$ cat src/rtl/bip_control_unit_if.sv
// Sequencer-side bundle for the BIP core: PC load port, fetched instruction, datapath strobes and status.
// Combinational strobes qualified by state; no backpressure, the core consumes every strobe in the cycle it is issued.
interface bip_control_unit_if #(
    parameter int AB  = 11,
    parameter int OPW = 5,
    parameter int CW  = 32
);
    logic              start;
    logic [AB-1:0]     pc_addr;
    logic [OPW+AB-1:0] instr;
    logic              WrPC;
    logic [AB-1:0]     address_bus;
    logic [AB-1:0]     operand;
    logic [1:0]        SelA;
    logic              SelB;
    logic              Op;
    logic              WrAcc;
    logic              WrRam;
    logic              RdRam;
    logic              busy;
    logic              done;
    logic [CW-1:0]     clk_count;

    modport master (
        input  start, pc_addr, instr,
        output WrPC, address_bus, operand, SelA, SelB, Op,
               WrAcc, WrRam, RdRam, busy, done, clk_count
    );

    modport slave (
        output start, pc_addr, instr,
        input  WrPC, address_bus, operand, SelA, SelB, Op,
               WrAcc, WrRam, RdRam, busy, done, clk_count
    );
endinterface

$ cat src/rtl/bip_control_unit.sv
// BIP instruction sequencer: two-cycle fetch/execute loop, every instruction takes exactly 2 cycles.
// Strobes are combinational from state and IR; no backpressure, start is only sampled in IDLE/HALT.
module bip_control_unit #(
    parameter int AB  = 11,
    parameter int OPW = 5,
    parameter int CW  = 32
) (
    input  logic                  clk,
    input  logic                  rst_n,
    bip_control_unit_if.master    bus
);
    localparam int IW = OPW + AB;

    localparam logic [OPW-1:0] OP_HLT  = OPW'(0);
    localparam logic [OPW-1:0] OP_STO  = OPW'(1);
    localparam logic [OPW-1:0] OP_LD   = OPW'(2);
    localparam logic [OPW-1:0] OP_LDI  = OPW'(3);
    localparam logic [OPW-1:0] OP_ADD  = OPW'(4);
    localparam logic [OPW-1:0] OP_ADDI = OPW'(5);
    localparam logic [OPW-1:0] OP_SUB  = OPW'(6);
    localparam logic [OPW-1:0] OP_SUBI = OPW'(7);

    typedef enum logic [1:0] {IDLE, FETCH, EXEC, HALT} state_t;

    state_t          state_q, state_d;
    logic [IW-1:0]   ir_q;
    logic [CW-1:0]   cnt_q;
    logic [OPW-1:0]  opcode;
    logic            launch;
    logic            running;

    logic            wr_pc;
    logic [AB-1:0]   next_pc;
    logic [1:0]      sel_a;
    logic            sel_b;
    logic            alu_op;
    logic            wr_acc;
    logic            wr_ram;
    logic            rd_ram;

    assign opcode  = ir_q[IW-1 -: OPW];
    assign running = (state_q == FETCH) || (state_q == EXEC);
    assign launch  = ((state_q == IDLE) || (state_q == HALT)) && bus.start;

    always_ff @(posedge clk or negedge rst_n) begin
        if (!rst_n) begin
            state_q <= IDLE;
            ir_q    <= '0;
            cnt_q   <= '0;
        end else begin
            state_q <= state_d;
            if (state_q == FETCH) begin
                ir_q <= bus.instr;
            end
            // Statistics counter saturates so long programs never appear short.
            if (launch) begin
                cnt_q <= '0;
            end else if (running && (cnt_q != {CW{1'b1}})) begin
                cnt_q <= cnt_q + CW'(1);
            end
        end
    end

    always_comb begin
        state_d = state_q;
        wr_pc   = 1'b0;
        next_pc = '0;
        sel_a   = 2'b00;
        sel_b   = 1'b0;
        alu_op  = 1'b0;
        wr_acc  = 1'b0;
        wr_ram  = 1'b0;
        rd_ram  = 1'b0;
        case (state_q)
            IDLE, HALT: begin
                if (bus.start) begin
                    wr_pc   = 1'b1;
                    state_d = FETCH;
                end
            end
            FETCH: begin
                state_d = EXEC;
            end
            EXEC: begin
                state_d = FETCH;
                wr_pc   = 1'b1;
                next_pc = bus.pc_addr + AB'(1);
                case (opcode)
                    OP_HLT: begin
                        wr_pc   = 1'b0;
                        next_pc = '0;
                        state_d = HALT;
                    end
                    OP_STO: wr_ram = 1'b1;
                    OP_LD: begin
                        rd_ram = 1'b1;
                        wr_acc = 1'b1;
                    end
                    OP_LDI: begin
                        sel_a  = 2'b01;
                        wr_acc = 1'b1;
                    end
                    OP_ADD: begin
                        rd_ram = 1'b1;
                        sel_a  = 2'b10;
                        wr_acc = 1'b1;
                    end
                    OP_ADDI: begin
                        sel_b  = 1'b1;
                        sel_a  = 2'b10;
                        wr_acc = 1'b1;
                    end
                    OP_SUB: begin
                        rd_ram = 1'b1;
                        alu_op = 1'b1;
                        sel_a  = 2'b10;
                        wr_acc = 1'b1;
                    end
                    OP_SUBI: begin
                        sel_b  = 1'b1;
                        alu_op = 1'b1;
                        sel_a  = 2'b10;
                        wr_acc = 1'b1;
                    end
                    default: ;
                endcase
            end
            default: state_d = IDLE;
        endcase
    end

    assign bus.WrPC        = wr_pc;
    assign bus.address_bus = next_pc;
    assign bus.operand     = ir_q[AB-1:0];
    assign bus.SelA        = sel_a;
    assign bus.SelB        = sel_b;
    assign bus.Op          = alu_op;
    assign bus.WrAcc       = wr_acc;
    assign bus.WrRam       = wr_ram;
    assign bus.RdRam       = rd_ram;
    assign bus.busy        = running;
    assign bus.done        = (state_q == HALT);
    assign bus.clk_count   = cnt_q;
endmodule

$ cat src/flat_wrapper.sv
// flat-port wrapper written by rule: the top's interface ports become plain ports
module bip_control_unit_flat 
#(
    parameter int AB  = 11,
    parameter int OPW = 5,
    parameter int CW  = 32
)
  (clk, rst_n, bus_start, bus_pc_addr, bus_instr, bus_WrPC, bus_address_bus, bus_operand, bus_SelA, bus_SelB, bus_Op, bus_WrAcc, bus_WrRam, bus_RdRam, bus_busy, bus_done, bus_clk_count);
  bip_control_unit_if #(.AB(AB), .OPW(OPW), .CW(CW)) bus_i ();
  input  logic clk;
  input  logic rst_n;
  input wire logic [$bits(bus_i.start)-1:0] bus_start;
  input wire logic [$bits(bus_i.pc_addr)-1:0] bus_pc_addr;
  input wire logic [$bits(bus_i.instr)-1:0] bus_instr;
  output wire logic [$bits(bus_i.WrPC)-1:0] bus_WrPC;
  output wire logic [$bits(bus_i.address_bus)-1:0] bus_address_bus;
  output wire logic [$bits(bus_i.operand)-1:0] bus_operand;
  output wire logic [$bits(bus_i.SelA)-1:0] bus_SelA;
  output wire logic [$bits(bus_i.SelB)-1:0] bus_SelB;
  output wire logic [$bits(bus_i.Op)-1:0] bus_Op;
  output wire logic [$bits(bus_i.WrAcc)-1:0] bus_WrAcc;
  output wire logic [$bits(bus_i.WrRam)-1:0] bus_WrRam;
  output wire logic [$bits(bus_i.RdRam)-1:0] bus_RdRam;
  output wire logic [$bits(bus_i.busy)-1:0] bus_busy;
  output wire logic [$bits(bus_i.done)-1:0] bus_done;
  output wire logic [$bits(bus_i.clk_count)-1:0] bus_clk_count;
  assign bus_i.start = bus_start;
  assign bus_i.pc_addr = bus_pc_addr;
  assign bus_i.instr = bus_instr;
  assign bus_WrPC = bus_i.WrPC;
  assign bus_address_bus = bus_i.address_bus;
  assign bus_operand = bus_i.operand;
  assign bus_SelA = bus_i.SelA;
  assign bus_SelB = bus_i.SelB;
  assign bus_Op = bus_i.Op;
  assign bus_WrAcc = bus_i.WrAcc;
  assign bus_WrRam = bus_i.WrRam;
  assign bus_RdRam = bus_i.RdRam;
  assign bus_busy = bus_i.busy;
  assign bus_done = bus_i.done;
  assign bus_clk_count = bus_i.clk_count;
  bip_control_unit #(.AB(AB), .OPW(OPW), .CW(CW)) u_core (.clk(clk), .rst_n(rst_n), .bus(bus_i));
endmodule
$ cat config.mk
export PLATFORM = sky130hd
export DESIGN_NAME = bip_control_unit_flat
export DESIGN_NICKNAME = d
export VERILOG_FILES = /design/src/rtl/bip_control_unit_if.sv /design/src/rtl/bip_control_unit.sv /design/src/flat_wrapper.sv
export SDC_FILE = /design/constraint.sdc
export NUM_CORES = 1
export LEC_CHECK = 0
export CORE_MARGIN = 10
export CORE_UTILIZATION = 42
export CTS_CLUSTER_SIZE = 40
export DETAILED_ROUTE_END_ITERATION = 10
export PLACE_DENSITY = 0.87
export SLEW_MARGIN = 10
export SYNTH_ARGS = -nofsm -noshare
export SYNTH_HDL_FRONTEND = slang
export SYNTH_SLANG_ARGS = --single-unit
$ cat constraint.sdc
create_clock -name clk -period 1.88 [get_ports clk]
set_input_delay 0.188 -clock clk [delete_from_list [all_inputs] [get_ports clk]]
set_output_delay 0.188 -clock clk [all_outputs]
set_load 0.02 [all_outputs]
# --- After elaboration in Yosys (flattened, before gate mapping) ---
# Cells that the tools add are included.
# Widths: inputs -> output; s select.
word_totals:
  latchBits: 0
  inputBits: 30
  out_inout_bits: 64
  rom_bits: 0
  mem_bits_rw: 0
  mem_count: 0
  elab_cells: 52
  ff_bits: 50
op_classes:
  reduce_logical: 13
  n_div: 0
  eq_ne: 12
  shift: 0
  order_cmp: 0
  add_sub_neg: 2
  n_mux: 22
  n_bitwise: 0
  mul: 0
op_table:
  columns: ["operator", "n"]
  rows:
  - ["$mux 32", 2]
  - ["$add 32x1->32 const B", 1]
  - ["$ne 32x32->1 const B", 1]
  - ["$mux 11", 2]
  - ["$eq 5x3->1 const B", 4]
  - ["$mux 1", 12]
  - ["$add 11x1->11 const B", 1]
  - ["$eq 5x2->1 const B", 2]
  - ["$mux 2", 3]
  - ["$pmux 2 s3", 1]
  - ["$reduce_or 2->1", 3]
  - ["$reduce_or 6->1", 1]
  - ["$eq 5x1->1 const B", 1]
  - ["$logic_not 5->1", 1]
  - ["$eq 2x2->1 const B", 2]
  - ["$pmux 2 s2", 1]
  - ["$reduce_or 4->1", 1]
  - ["$reduce_or 3->1", 1]
  - ["$eq 2x1->1 const B", 1]
  - ["$logic_and 1x1->1", 2]
  - ["$logic_not 2->1", 1]
  - ["$logic_or 1x1->1", 2]
  - ["$ne 2x2->1 const B", 1]
  - ["$pmux 1 s2", 1]
  - ["$reduce_bool 2->1", 1]

# --- Logic depth before layout (Yosys ltp) ---
logic_depth:
  word_depth: 5
  ltp_mapped: 8
  mapped_depth_nobuf: 6

# --- Least setup slack after synthesis ---
# No wires, ideal clock.
synth_path:
  path_type: "register -> output"
  start: "reg u_core.state_q[0]"
  end: "out bus_WrPC"
  path_buffers: 3
  path_stages_with_launch: 8
  required_time_ps: 1692
  setup_slack_ps: -312
  arrival_ps: 2004
  path_cell_list: "dfrtp_1 -> inv_1 -> ha_1 -> clkbuf_1 -> clkbuf_1 -> nand2_1 -> clkbuf_1 -> a21oi_1"
synth_via:
  elab_chain_cells: 3
  word_cells_on_any_way: 5
  classes_between: "2 x eq/ne; 1 x mux; 2 x reduce/logical"
synth_lines:
  columns: ["element", "line", "text"]
  rows:
  - ["start: declaration", "bip_control_unit.sv:25", "state_t state_q, state_d;"]
  - ["start signal: assignment", "bip_control_unit.sv:51", "state_q <= state_d;"]
  - ["$eq 2x2->1 or $logic_not 2->1 (tied branches)", "bip_control_unit.sv:74", "case (state_q)"]
  - ["$reduce_or 2->1", "bip_control_unit.sv:74", null]
  - ["$pmux 1 s2 (*)", "bip_control_unit.sv:74", null]
  - ["end: declaration", "flat_wrapper.sv:15", "output wire logic [$bits(bus_i.WrPC)-1:0] bus_WrPC;"]
# Mark *: on every way between the ends. The rest lies on a longest branch, timed or not.

# --- Final worst setup path ---
layout_path:
  start: "reg u_core.cnt_q[22] (netlist: u_core.bus.clk_count[22])"
  end: "reg u_core.cnt_q[28] (netlist: u_core.bus.clk_count[28])"
layout_via:
  elab_chain_cells: 3
  word_cells_on_any_way: 6
  classes_between: "1 x add/sub; 1 x eq/ne; 2 x mux; 2 x reduce/logical"
layout_lines:
  columns: ["element", "line", "text"]
  rows:
  - ["start: declaration", "bip_control_unit.sv:27", "logic [CW-1:0] cnt_q;"]
  - ["start signal: assignment", "bip_control_unit.sv:59", "cnt_q <= cnt_q + CW'(1);"]
  - ["$add 32x1->32 or $ne 32x32->1 (tied branches)", "bip_control_unit.sv:59, bip_control_unit.sv:58", null]
  - ["$mux 32 or $logic_and 1x1->1 (tied branches)", "bip_control_unit.sv:58", "end else if (running && (cnt_q != {CW{1'b1}})) begin"]
  - ["$mux 32 or $reduce_bool 2->1 (tied branches)", null, null]
# Several ways; a longest one is shown, not always the timed one. The select of a mux whose other input is x is not followed.
# A chain may end at the register's enable or synchronous reset.

==> out/qor.csv <==
metric,value,unit
Routed WL,10.7,mm
Wirelength per Cell,18.8,um
Tightest Hold Check Type,in2async,
Initial Util,0.432,
I/O Pins,94,
final setup violation count,4,
r2r setup slk,-0.03,ns
drt drc,0,
Pre-Repair DR Iteration Count,5,
logic gate share of total power,0.574,
Worst-path clk slew,0.09,ns
Worst setup EP type,register,
CP bufs+invs,1,
fraction of layout cells with a size suffix above 1,0.407,
Worst-Skew Late Latency,0.31,ns
largest net degree at the start of global routing,20,
Routed Antenna Nets,0,
share of the synthesized area in the top cell type,0.426,
Tmin final,1.91,ns
sw frac,0.405,
violated checks,negative setup slack,
Synth Warn #,0,
CTS tree,yes,
net count reported at finish,507,
Die Width,104,um
"area leader, netlist",dfrtp_1,
hold violation total from the final report,0,
Port Buffer Count,93,
Post-Syn Area,2940,sq um
crit share post-route,1.01,
#FFs+latches synth,50,
Reg2Reg Depth,6,
area delta synth->final,67.1,%
Main synth FF type,dfrtp_1,
dpl hpwl,7.42,mm
most common cell in the netlist,dfrtp_1,
Fmax,524,MHz
GPL Wtd Cong,0.932,
Pleak,2.11,nW
synthesized instance count,307,
Worst R2R Start,u_core.bus.clk_count[22],
Worst EP arrival,2.10,ns
Slew headroom,0.695,
Power Internal,3.02,mW
Setup Crit Path Kind,reg2reg,
vias per cell,5.65,
CTS sink cnt,50,
crit path cell chain,"nand3_1, nor3_4, buf_6, and4_4, o21ai_0, a22o_1",
core box area,6790,sq um
FF-to-FF End,u_core.bus.clk_count[28],
die height,104,um
synth cell count leaders,"50 x dfrtp_1, 31 x nand2_1, 19 x nand3_1, 19 x nor2_1, 17 x mux2_2",
placed insts,550,
# fillers,464,
async set-reset flop share out of synthesis,1.00,
"Remaining Overflow, GRT",0,
CP required,2.07,ns
ant diodes,0,
total track usage,0.177,
worst-margin pin slew,0.458,ns
first-pass GRT wire length,16.1,mm
clock tree buffer depth,2,
total vias in the final route,3211,
net switching power,2.06,mW
clk root buf,clkbuf_8,
worst-path fanout max,4,
number of synthesized flops with an enable pin,0,
status,"finished, violations left",
Die Area,10700,sq um
pwr dens,1030,nW/um^2
initial antenna violation count,0,
Avg Inst Size Synth,9.57,sq um
vias in the first global route,3319,
peak supply drop,0.392,mV
Core Rows,30,
CP max stage delay,0.42,ns
TritonCTS buffer count,5,
Seq pwr share,0.299,
Crit-path slowest cell,nor3_4,
fin. max-slew vios,0,
Worst Setup Start Kind,register,
setup ws final,-0.0274,ns
Layout Cells excl Fill,568,
sequential-to-total area share from yosys stat,0.426,
initial DRC count,253,
"CP delay by family, top",simple AND/OR/NAND/NOR gates,
Synthesized Nets,343,
Netlist cell types,50,
RSZ-0062 raised after global routing,true,
"top cells by area, synth","dfrtp_1 43%, mux2_2 6.5%, nand2_1 4.0%",
hold_ws,0.373,ns
clock skew,0.0111,ns
H-tree Lvls,2,
maxcap violations,0,
Clock Power Share,0.127,
[worst register-to-register path, delay by kind of cell (launching register included)]
kind / cells / cell delay (ns)
compound gates: 2 / 0.32
flops: 1 / 0.38
simple gates: 3 / 0.93
buf+inv: 1 / 0.17
[power by group through the flow]
stage                     logic, mW  registers, mW  clock network [mW]
final                          2.91           1.52               0.645
after global routing           3.09           1.55               0.705
after CTS                      2.80           1.50               0.657
after detailed placement       2.77           1.51                   0
after global placement         2.69           1.49                   0
after floorplan                1.53           1.60                   0
[logic make-up (layout without fill, tap and decap cells)]
kind of cell | Yosys count | count (layout) | synth area share
and+or+nand+nor | 129 | 129 | 0.235
AOI/OAI and AO/OA | 59 | 60 | 0.144
DFF | 50 | 50 | 0.426
buffers and inverters | 32 | 196 | 0.0596
muxes | 25 | 25 | 0.0924
adders and majority gates | 6 | 6 | 0.0256
xor gates and xnor gates | 6 | 6 | 0.0179
[flip-flops by register name (all words and copies together) (netlist names)]
register	count
u_core.ir_q	16
u_core.bus.clk_count	32
u_core.state_q	2
[cell usage in the layout, fill, tap and decap left out, types with 5 or more instances in the layout]
cell	instances
a21oi_1	6
and3_1	5
buf_2	5
buf_4	78
buf_6	7
clkbuf_2	8
clkbuf_8	6
clkdlybuf4s50_1	67
dfrtp_1	37
dfrtp_2	13
dlygate4sd2_1	5
dlymetal6s2s_1	5
inv_1	7
mux2_2	17
mux2i_1	8
nand2_1	30
nand3_1	15
nand4_1	7
nor2_1	16
o211ai_1	5
o21ai_0	9
o31ai_1	5
xor2_1	5
[per-stage QoR]
step / total power [mW] / setup TNS, ns / worst slack [ns] / cell area [sq um] / utilization
2_1_floorplan: 3.13 / -0.155 / -0.0376 / 3020 / -
3_3_place_gp: 4.19 / -2.27 / -0.412 / 4510 / 0.664
3_5_place_dp: 4.28 / -3.08 / -0.486 / 4510 / 0.664
4_1_cts: 4.96 / -0.0203 / -0.0155 / 4690 / 0.691
5_1_grt: 5.35 / -0.812 / -0.0846 / 4910 / 0.722
6_report: 5.08 / -0.0797 / -0.0274 / 4910 / 0.722
[per-layer routing]
layer / share of wire / track usage
met2: 0.51 / 0.311
met1: 0.40 / 0.203
met4: 0.017 / 0.0585
met3: 0.066 / 0.0446
met5: 0 / 0
[layout make-up]
| class | instances | area (sq um) | area share |
|---|---|---|---|
| clock buffers | 8 | 90.1 | 0.0184 |
| inverters | 8 | 30.0 | 0.00612 |
| multi-input cells | 226 | 1820 | 0.370 |
| flip-flops and latches | 50 | 1270 | 0.258 |
| well taps | 96 | 120 | 0.0245 |
| repair buffers | 180 | 1580 | 0.322 |
[worst max path at each step]
stage,start,end,slack (ns),cells after the start
6_report,u_core.bus.clk_count[22],u_core.bus.clk_count[28],-0.03,6
5_1_grt,u_core.bus.clk_count[21],u_core.bus.clk_count[28],-0.08,6
4_1_cts,u_core.state_q[0],bus_SelA[0],-0.02,5
3_5_place_dp,bus_pc_addr[4],bus_address_bus[9],-0.49,6
3_3_place_gp,bus_pc_addr[2],bus_address_bus[7],-0.41,6
2_1_floorplan,u_core.bus.clk_count[25],u_core.bus.clk_count[4],-0.04,7
[repair_timing]
action / in CTS / in global routing
setup buffers: 2 / 5
gates resized for setup: 62 / 65
hold buffers: 1 / 0
gates cloned: 1 / 1
endpoints found under the setup margin: 36 / 46
pin swaps: 4 / 16
hold endpoints to repair: 17 / 0
Power figures use the tool's default switching activity.
